`src/rtl/fc_feeder.sv`:
```
// fc_feeder: transmitter side of the fully-connected layer input interface.
//
// Buffers one pooled feature vector (N_BEATS words x 6 signed channels) and
// N_WEIGHTS signed weights. On an accepted start it serially loads the weights
// into the fc block (weight_en/weight), waits one settle cycle, then streams
// the feature words on din_0..din_5 with ivalid pulsed every other cycle.
//
// Ports:
//   clk, rst                 clock, asynchronous active-high reset
//   feat_wr_en, feat_wr_0..5 write one 6-channel feature word (IDLE only)
//   wt_wr_en, wt_wr_data     write one weight (IDLE only)
//   start, skip_wload        begin a run; skip_wload sampled with start
//   feat_full, wt_full       buffer fill flags
//   busy, done, start_err    run status (done/start_err are 1-cycle pulses)
//   weight_en, weight        weight strobe/value to fc
//   ivalid, din_0..din_5     feature word strobe/value to fc
//
// Transfer semantics: there is no back-pressure. A weight transfers in every
// cycle weight_en is 1, a feature word in every cycle ivalid is 1; the fc
// block must accept it in that cycle. Buffer writes have no ready either:
// a write is taken only in IDLE with room in the buffer, otherwise dropped.
//
// Every output comes straight from a flop. Output next-values are derived
// from the next state/index so they line up with the state they describe.

module fc_feeder #(
  parameter int DATA_W    = 8,
  parameter int N_BEATS   = 32,
  parameter int N_WEIGHTS = 192
) (
  input  logic              clk,
  input  logic              rst,
  input  logic              feat_wr_en,
  input  logic [DATA_W-1:0] feat_wr_0,
  input  logic [DATA_W-1:0] feat_wr_1,
  input  logic [DATA_W-1:0] feat_wr_2,
  input  logic [DATA_W-1:0] feat_wr_3,
  input  logic [DATA_W-1:0] feat_wr_4,
  input  logic [DATA_W-1:0] feat_wr_5,
  input  logic              wt_wr_en,
  input  logic [DATA_W-1:0] wt_wr_data,
  input  logic              start,
  input  logic              skip_wload,
  output logic              feat_full,
  output logic              wt_full,
  output logic              busy,
  output logic              done,
  output logic              start_err,
  output logic              weight_en,
  output logic [DATA_W-1:0] weight,
  output logic              ivalid,
  output logic [DATA_W-1:0] din_0,
  output logic [DATA_W-1:0] din_1,
  output logic [DATA_W-1:0] din_2,
  output logic [DATA_W-1:0] din_3,
  output logic [DATA_W-1:0] din_4,
  output logic [DATA_W-1:0] din_5
);

  localparam int WORD_W  = 6 * DATA_W;
  localparam int FC_W    = $clog2(N_BEATS + 1);
  localparam int WC_W    = $clog2(N_WEIGHTS + 1);
  localparam int FA_W    = $clog2(N_BEATS);
  localparam int WA_W    = $clog2(N_WEIGHTS);
  localparam int IDX_MAX = (N_WEIGHTS > N_BEATS) ? N_WEIGHTS : N_BEATS;
  localparam int IDX_W   = $clog2(IDX_MAX);

  typedef enum logic [2:0] {
    S_IDLE     = 3'd0,
    S_LOAD_W   = 3'd1,
    S_SETTLE   = 3'd2,
    S_FEED     = 3'd3,
    S_FEED_GAP = 3'd4,
    S_FIN      = 3'd5
  } state_e;

  // Buffers: contents are don't-care after reset, so no reset on them.
  logic [WORD_W-1:0] feat_mem [N_BEATS];
  logic [DATA_W-1:0] wt_mem   [N_WEIGHTS];

  state_e            state_q, state_d;
  logic [IDX_W-1:0]  idx_q, idx_d;
  logic [FC_W-1:0]   feat_cnt_q, feat_cnt_d;
  logic [WC_W-1:0]   wt_cnt_q, wt_cnt_d;

  logic              feat_full_q, feat_full_d;
  logic              wt_full_q, wt_full_d;
  logic              busy_q, busy_d;
  logic              done_q, done_d;
  logic              start_err_q, start_err_d;
  logic              weight_en_q, weight_en_d;
  logic [DATA_W-1:0] weight_q, weight_d;
  logic              ivalid_q, ivalid_d;
  logic [WORD_W-1:0] din_q, din_d;

  logic              feat_is_full;
  logic              wt_is_full;
  logic              feat_wr_ok;
  logic              wt_wr_ok;
  logic              start_rej;
  logic [FA_W-1:0]   feat_wr_addr;
  logic [WA_W-1:0]   wt_wr_addr;

  // Start decisions use the pre-write counts of this edge.
  assign feat_is_full = (feat_cnt_q == FC_W'(N_BEATS));
  assign wt_is_full   = (wt_cnt_q == WC_W'(N_WEIGHTS));
  assign feat_wr_ok   = (state_q == S_IDLE) && feat_wr_en && !feat_is_full;
  assign wt_wr_ok     = (state_q == S_IDLE) && wt_wr_en && !wt_is_full;
  assign feat_wr_addr = feat_cnt_q[FA_W-1:0];
  assign wt_wr_addr   = wt_cnt_q[WA_W-1:0];

  // ---------------------------------------------------------------------
  // Buffer storage
  // ---------------------------------------------------------------------
  always_ff @(posedge clk) begin
    if (feat_wr_ok) begin
      feat_mem[feat_wr_addr] <= {feat_wr_5, feat_wr_4, feat_wr_3,
                                 feat_wr_2, feat_wr_1, feat_wr_0};
    end
    if (wt_wr_ok) begin
      wt_mem[wt_wr_addr] <= wt_wr_data;
    end
  end

  // Fill counters: the feature vector is consumed by a run, weights persist.
  always_comb begin
    feat_cnt_d = feat_cnt_q;
    wt_cnt_d   = wt_cnt_q;
    if (state_q == S_FIN) begin
      feat_cnt_d = '0;
    end else if (feat_wr_ok) begin
      feat_cnt_d = feat_cnt_q + FC_W'(1);
    end
    if (wt_wr_ok) begin
      wt_cnt_d = wt_cnt_q + WC_W'(1);
    end
  end

  // ---------------------------------------------------------------------
  // FSM: state register
  // ---------------------------------------------------------------------
  always_ff @(posedge clk or posedge rst) begin
    if (rst) begin
      state_q    <= S_IDLE;
      idx_q      <= '0;
      feat_cnt_q <= '0;
      wt_cnt_q   <= '0;
    end else begin
      state_q    <= state_d;
      idx_q      <= idx_d;
      feat_cnt_q <= feat_cnt_d;
      wt_cnt_q   <= wt_cnt_d;
    end
  end

  // ---------------------------------------------------------------------
  // FSM: next state. idx counts weights in LOAD_W and beats in FEED.
  // ---------------------------------------------------------------------
  always_comb begin
    state_d   = state_q;
    idx_d     = idx_q;
    start_rej = 1'b0;
    case (state_q)
      S_IDLE: begin
        if (start) begin
          if (feat_is_full && (skip_wload || wt_is_full)) begin
            state_d = skip_wload ? S_FEED : S_LOAD_W;
            idx_d   = '0;
          end else begin
            start_rej = 1'b1;
          end
        end
      end
      S_LOAD_W: begin
        if (idx_q == IDX_W'(N_WEIGHTS - 1)) begin
          state_d = S_SETTLE;
          idx_d   = '0;
        end else begin
          idx_d = idx_q + IDX_W'(1);
        end
      end
      S_SETTLE: begin
        state_d = S_FEED;
        idx_d   = '0;
      end
      S_FEED: begin
        // The gap after the last beat is the FIN cycle itself.
        state_d = (idx_q == IDX_W'(N_BEATS - 1)) ? S_FIN : S_FEED_GAP;
      end
      S_FEED_GAP: begin
        state_d = S_FEED;
        idx_d   = idx_q + IDX_W'(1);
      end
      S_FIN: begin
        state_d = S_IDLE;
        idx_d   = '0;
      end
      default: begin
        state_d = S_IDLE;
        idx_d   = '0;
      end
    endcase
  end

  // ---------------------------------------------------------------------
  // FSM: outputs (next values, registered below)
  // ---------------------------------------------------------------------
  always_comb begin
    busy_d      = (state_d != S_IDLE);
    done_d      = (state_d == S_FIN);
    start_err_d = start_rej;
    weight_en_d = (state_d == S_LOAD_W);
    weight_d    = '0;
    ivalid_d    = (state_d == S_FEED);
    din_d       = '0;
    feat_full_d = (feat_cnt_d == FC_W'(N_BEATS));
    wt_full_d   = (wt_cnt_d == WC_W'(N_WEIGHTS));
    if (state_d == S_LOAD_W) begin
      weight_d = wt_mem[idx_d[WA_W-1:0]];
    end
    if (state_d == S_FEED) begin
      din_d = feat_mem[idx_d[FA_W-1:0]];
    end else if ((state_d == S_FEED_GAP) || (state_d == S_FIN)) begin
      din_d = din_q;  // hold the last beat through its gap cycle
    end
  end

  always_ff @(posedge clk or posedge rst) begin
    if (rst) begin
      feat_full_q <= 1'b0;
      wt_full_q   <= 1'b0;
      busy_q      <= 1'b0;
      done_q      <= 1'b0;
      start_err_q <= 1'b0;
      weight_en_q <= 1'b0;
      weight_q    <= '0;
      ivalid_q    <= 1'b0;
      din_q       <= '0;
    end else begin
      feat_full_q <= feat_full_d;
      wt_full_q   <= wt_full_d;
      busy_q      <= busy_d;
      done_q      <= done_d;
      start_err_q <= start_err_d;
      weight_en_q <= weight_en_d;
      weight_q    <= weight_d;
      ivalid_q    <= ivalid_d;
      din_q       <= din_d;
    end
  end

  assign feat_full = feat_full_q;
  assign wt_full   = wt_full_q;
  assign busy      = busy_q;
  assign done      = done_q;
  assign start_err = start_err_q;
  assign weight_en = weight_en_q;
  assign weight    = weight_q;
  assign ivalid    = ivalid_q;
  assign din_0     = din_q[0*DATA_W +: DATA_W];
  assign din_1     = din_q[1*DATA_W +: DATA_W];
  assign din_2     = din_q[2*DATA_W +: DATA_W];
  assign din_3     = din_q[3*DATA_W +: DATA_W];
  assign din_4     = din_q[4*DATA_W +: DATA_W];
  assign din_5     = din_q[5*DATA_W +: DATA_W];

endmodule

```
`config.mk`:
```
export PLATFORM = sky130hd
export DESIGN_NAME = fc_feeder
export DESIGN_NICKNAME = d
export VERILOG_FILES = /design/src/rtl/fc_feeder.sv
export SDC_FILE = /design/constraint.sdc
export NUM_CORES = 2
export LEC_CHECK = 0
export CAP_MARGIN = 40
export CORE_MARGIN = 1
export CORE_UTILIZATION = 45
export DETAILED_ROUTE_END_ITERATION = 16
export PLACE_DENSITY_LB_ADDON = 0.2
export SYNTH_ARGS = -nofsm -noshare
export SYNTH_HDL_FRONTEND = slang
export SYNTH_SLANG_ARGS = --single-unit
```
`constraint.sdc`:
```
create_clock -name clk -period 5.7 [get_ports clk]
set_clock_uncertainty 0.15 [all_clocks]
set_input_delay 0.855 -clock clk [delete_from_list [all_inputs] [get_ports clk]]
set_output_delay 0.855 -clock clk [all_outputs]
set_load 0.02 [all_outputs]
```
# Word-level counts from Yosys, hierarchy flattened

Memories as Yosys holds them, arrays and structs flattened.
Index checks and enable logic that the tools add are counted.

Add/sub/neg operators: 3
Multipliers: 0
Divide/modulo/power cells: 0
Magnitude comparators: 0
Equal/unequal tests: 16
Shift-type cells: 0
Mux-type cells: 23
Bitwise operators: 0
Reduce and logical (&&, ||, !) cells: 12

Operator list:

| operator                                                               | count |
|---|---|
| 48-bit 2-to-1 mux                                                      | 2 |
| 8-bit 2-to-1 mux                                                       | 5 |
| 8-bit one-hot mux with 4 select lines                                  | 1 |
| 8-bit equality test (second input constant)                            | 3 |
| 8-bit by 1-bit adder with 8-bit output (second input constant)         | 2 |
| 3-bit equality test (second input constant)                            | 4 |
| 6-bit equality test (second input constant)                            | 2 |
| 6-bit 2-to-1 mux                                                       | 2 |
| 3-bit one-hot mux with 4 select lines                                  | 1 |
| 3-bit by 2-bit equality test with 1-bit output (second input constant) | 3 |
| 3-bit 2-to-1 mux                                                       | 3 |
| 8-bit by 5-bit equality test with 1-bit output (second input constant) | 1 |
| 1-bit 2-to-1 mux                                                       | 8 |
| 6-bit by 1-bit adder with 6-bit output (second input constant)         | 1 |
| 3-bit by 1-bit equality test with 1-bit output (second input constant) | 2 |
| 1-bit logical AND                                                      | 5 |
| 3-bit zero test                                                        | 1 |
| 3-bit nonzero test                                                     | 1 |
| 1-bit zero test                                                        | 2 |
| 1-bit logical OR                                                       | 2 |
| 2-bit 2-to-1 mux                                                       | 1 |
| 2-bit != test (second input constant)                                  | 1 |
| 2-bit OR reduction                                                     | 1 |

Bits in registers: 88
Bits in latches: 0
RAM bits: 3072
Memory bits (read-only): 0
Input port bits: 62
Output and inout bits: 63
Word-level logic and storage cells: 69
Memories kept: 2

Memories:

| memory   | depth | bits a word | read ports | clocked after Yosys merged registers in | write ports | RTL line | source |
|---|---|---|---|---|---|---|---|
| feat_mem | 32    | 48          | 1          | 0                                       | 1           | 78       | `logic [WORD_W-1:0] feat_mem [N_BEATS];` |
| wt_mem   | 192   | 8           | 1          | 0                                       | 1           | 79       | `logic [DATA_W-1:0] wt_mem [N_WEIGHTS];` |

# Longest topological paths before layout

Depth in word-level cells: 10
Gate-level depth with buffers: 17
Depth with buffers taken out: 13

# Worst setup path before layout

No wires, ideal clock.

Kind: flip-flop to flip-flop
Start point: register state_q[2]
End point: memory feat_mem[31][0] (netlist name), enable pin
Setup time: 0.454 ns
Arrival: 3.793 ns
Data required time: 5.096 ns
Path slack: 1.303 ns
Stages on the path, launching flop included: 7
Buffers on the path: 2
Period minus slack after synthesis: 4.397 ns
Path through: dfrtp_1 > clkbuf_1 > nor3_1 > and3_1 > clkbuf_1 > nand2_1 > nor2_1

Longest elaborated chain between the ends: 5

RTL lines:

| item                                   | RTL line | source |
|---|---|---|
| start: declaration                     | 81       | `state_e state_q, state_d;` |
| start signal: assignment               | 149      | `state_q <= state_d;` |
| 3-bit zero test                        | 107      | `assign feat_wr_ok = (state_q == S_IDLE) && feat_wr_en && !feat_is_full;` |
| 1-bit logical AND (2 in series)        | 107      |  |
| 1-bit 2-to-1 mux                       | 116      | `if (feat_wr_ok) begin` |
| 1-bit 2-to-1 mux (not written as such) | 117      | `feat_mem[feat_wr_addr] <= {feat_wr_5, feat_wr_4, feat_wr_3,` |
| end: declaration                       | 78       |  |

Every way passes these cells.

# Worst setup path after layout

Start point: register state_q[0]
End point: register weight_q[3] (netlist: weight[3])

Longest elaborated chain between the ends: 5
Elaborated cells on any way between the ends: 14
Classes of those cells: 5 x eq/ne; 6 x mux; 2 x reduce/logical; 1 x memory

RTL lines:

| item                                                                       | RTL line | source |
|---|---|---|
| parallel branches: the longest is 4 deep, another holds memory 192 x 8 bit | --       |  |
| 8-bit 2-to-1 mux *                                                         | 218      | `if (state_d == S_LOAD_W) begin` |
| net weight_d[3]                                                            | 92       | `logic [DATA_W-1:0] weight_q, weight_d;` |
| end signal: assignment                                                     | 246      | `weight_q <= weight_d;` |
| end: declaration                                                           | 92       |  |

Mark *: on every way through the listed nets, which the timed path passes.
A chain may end at the register's enable or synchronous reset.

==> impl_metrics.yaml <==
yosys:
  synthTopCellsByCount: "3072 x edfxtp_1, 2308 x nand2_1, 980 x nand3_1"
  synth_area_leader_cell: "edfxtp_1"
  syn_area_per_cell_um2: 13.7
  yosysUniqueCellTypes: 87
  ys_async_sr_fraction_pct: 2.78
  synth_top_area_share_pct: 73.5
  syn_nets: 9228
  synth_edf_count: 3072
  synth_warnings: 0
  seq_area_frac_synth_pct: 75.2
  synth.most_common_cell: "edfxtp_1"
  syn_inst: 9157
  synth_flop_cell: "edfxtp_1"
  synthTopCellsByArea: "edfxtp_1 73%, nand2_1 6.9%, nand3_1 3.9%"
  synth_area_mm2: 0.126
  yosys_register_bits: 3160
floorplanning:
  die_w_um: 530
  fp.coreArea_mm2: 0.277
  die-area_mm2: 0.281
  fp.dieH_um: 530
  start_util_pct: 45.3
  ios: 125
  rows: 193
clock_network:
  cts_resized: 0
  clk_path_buf_depth: 4
  post_cts_buffers: 0
  cts.sinks: 3160
  cts_tree: "yes"
  clk_pin_slew_ns: 0.06
  clkLatencyLatePin_ns: 0.92
  hold_buffers: 0
  htreeDepth: 5
  root_buffer: "clkbuf_16"
  cts_buffers: 334
sta:
  fmax_ghz: 0.192
  rsz0062_at_grt: "false"
  finalHoldViolations: 0
  finalMaxSlewViolations: 0
  fin_crit_sh_pct: 91.5
  worst_slew_pin_slew_ns: 1.10
  setup_viol: 0
  slew-limit-headroom_pct: 26.9
  fin_setup_tns_ns: 0
  timing.final.crit_period_ns: 5.22
  hold_ws_ns: 0.231
detailed_routing:
  vias: 80759
  routed_wl_mm: 384
  postRouteAntennaNets: 0
  drcViolationCount: 0
  wl_per_cell_um: 28.7
  viasPerCell: 6.05
  drt-initial-drc-count: 9841
  drt-pass1-iter-count: 8
worst_hold_path:
  hold_path_class: "in2reg"
placed_design:
  dp_hpwl_mm: 214
  io_buffers: 124
  place_congestion: 0.898
global_route:
  grt_max_degree: 190
  grt_pass1_vias: 77027
  antenna_found_initial: 27
  overflow: 0
  grtUsageTotal_pct: 26.9
  grt_pass1_wl_mm: 551
setup_path:
  start_kind: "register"
  crit_required_ns: 6.29
  arrival_ns: 5.81
  path_class: "reg2reg"
  crit_fanout: 49
  critPathCaptureType: "register"
layout:
  fin_nets: 9444
  syn_to_final_growth_pct: 15.0
  drive_above_1_share_pct: 10.2
  final_util_pct: 52.1
  fillers: 22981
pwr:
  power_leakage_nw: 50.0
  ir_drop_uv: 234
  power_density_mw_per_mm2: 327
flow_run:
  cap_violations: 0
status:
  status: "completed"
==> kinds of logic after synthesis <==
logic type / Yosys count / synth area share (%)
simple gates: 4013 / 13.9
flops: 3160 / 75.2
compound gates: 1057 / 6.37
buf+inv: 660 / 2.30
mux: 244 / 1.99
xor+xnor: 14 / 0.0977
fa+ha+maj: 9 / 0.0897
==> area by class of cell <==
class	instances	area, um2	share of cell area, %
sequential	3160	94500	65.4
multi-input combinational	5337	28500	19.8
clock buffer	452	9080	6.29
timing repair buffer	525	6060	4.20
tap	3705	4640	3.21
clock inverter	154	1520	1.05
inverter	15	93.8	0.0650
antenna	7	17.5	0.0121
==> layout by cell type, fill, tap and decap left out, drive strengths merged, types with 56 or more instances in the layout <==
cell type and count:
a311oi 116, clkbuf 452, clkdlybuf4s50 116, nand3 980, a31oi 167, dfrtp 88
a32oi 65, buf 409, a211o 71, clkinv 109, nand2 2309, mux2i 199
a21oi 122, a221oi 56, a211oi 202, and3 297, nor2 289, edfxtp 3072
==> critical path: stages (launching register included) <==
cell      delay (ns)
dfrtp_1         0.64
nor3b_1         0.42
o21ai_0         0.30
a21boi_2        0.57
nor2_8          0.17
inv_8           0.44
buf_12          0.27
buf_4           0.23
mux2_2          0.36
a222oi_1        0.28
a22o_1          0.19
nor3_1          0.06
o21ai_0         0.74
nor4b_2         0.12
==> metal layers <==
layer	GRT usage [%]	vias to the layer above	share of wire, %
met3	3.98	819	8.8
met2	43.2	4168	47
li1	-	34916	-
met4	10.3	8	4.1
met1	37.0	40848	40
met5	0	-	0.015
==> through the flow <==
stage / setup WS [ns] / instance area [um2] / total power [mW] / cells
5_1_grt: 0.268 / 144000 / 48.3 / 13354
2_1_floorplan: 1.30 / 126000 / 26.0 / 9157
3_3_place_gp: 0.0250 / 132000 / 26.4 / 12618
4_1_cts: 0.495 / 144000 / 47.5 / 13338
6_report: 0.484 / 144000 / 47.2 / 13355
3_5_place_dp: 0.328 / 134000 / 26.4 / 12732
==> registers in the layout, summed over array words and instances, names as in the netlist <==
signal	count
wt_mem	1536
state_q	3
wt_cnt_q	8
busy	1
din_q	48
feat_cnt_q	6
feat_full	1
weight_en	1
done	1
start_err	1
idx_q	8
wt_full	1
feat_mem	1536
weight	8
ivalid	1
==> worst paths after layout <==
kind	from	depth (start not counted)	endpoint	slack (ns)
hold reg to reg	din_q[42]	1	din_q[42]	0.35
setup / recovery	state_q[0]	13	weight[3]	0.48
hold / removal	wt_wr_data[3]	1	wt_mem[49][3]	0.23
setup reg to reg	state_q[0]	13	weight[3]	0.48
max in group asynchronous	rst	3	din_q[18]	4.19
min in group asynchronous	rst	2	din_q[28]	0.24
==> power by group <==
group | internal, mW | leakage (nW) | total [mW] | switching [mW]
logic | 0.0996 | 16.1 | 0.482 | 0.382
clock network | 12.2 | 5.15 | 21.3 | 9.07
registers | 25.5 | 28.7 | 25.5 | 0
(Power assumes the default switching activity.)
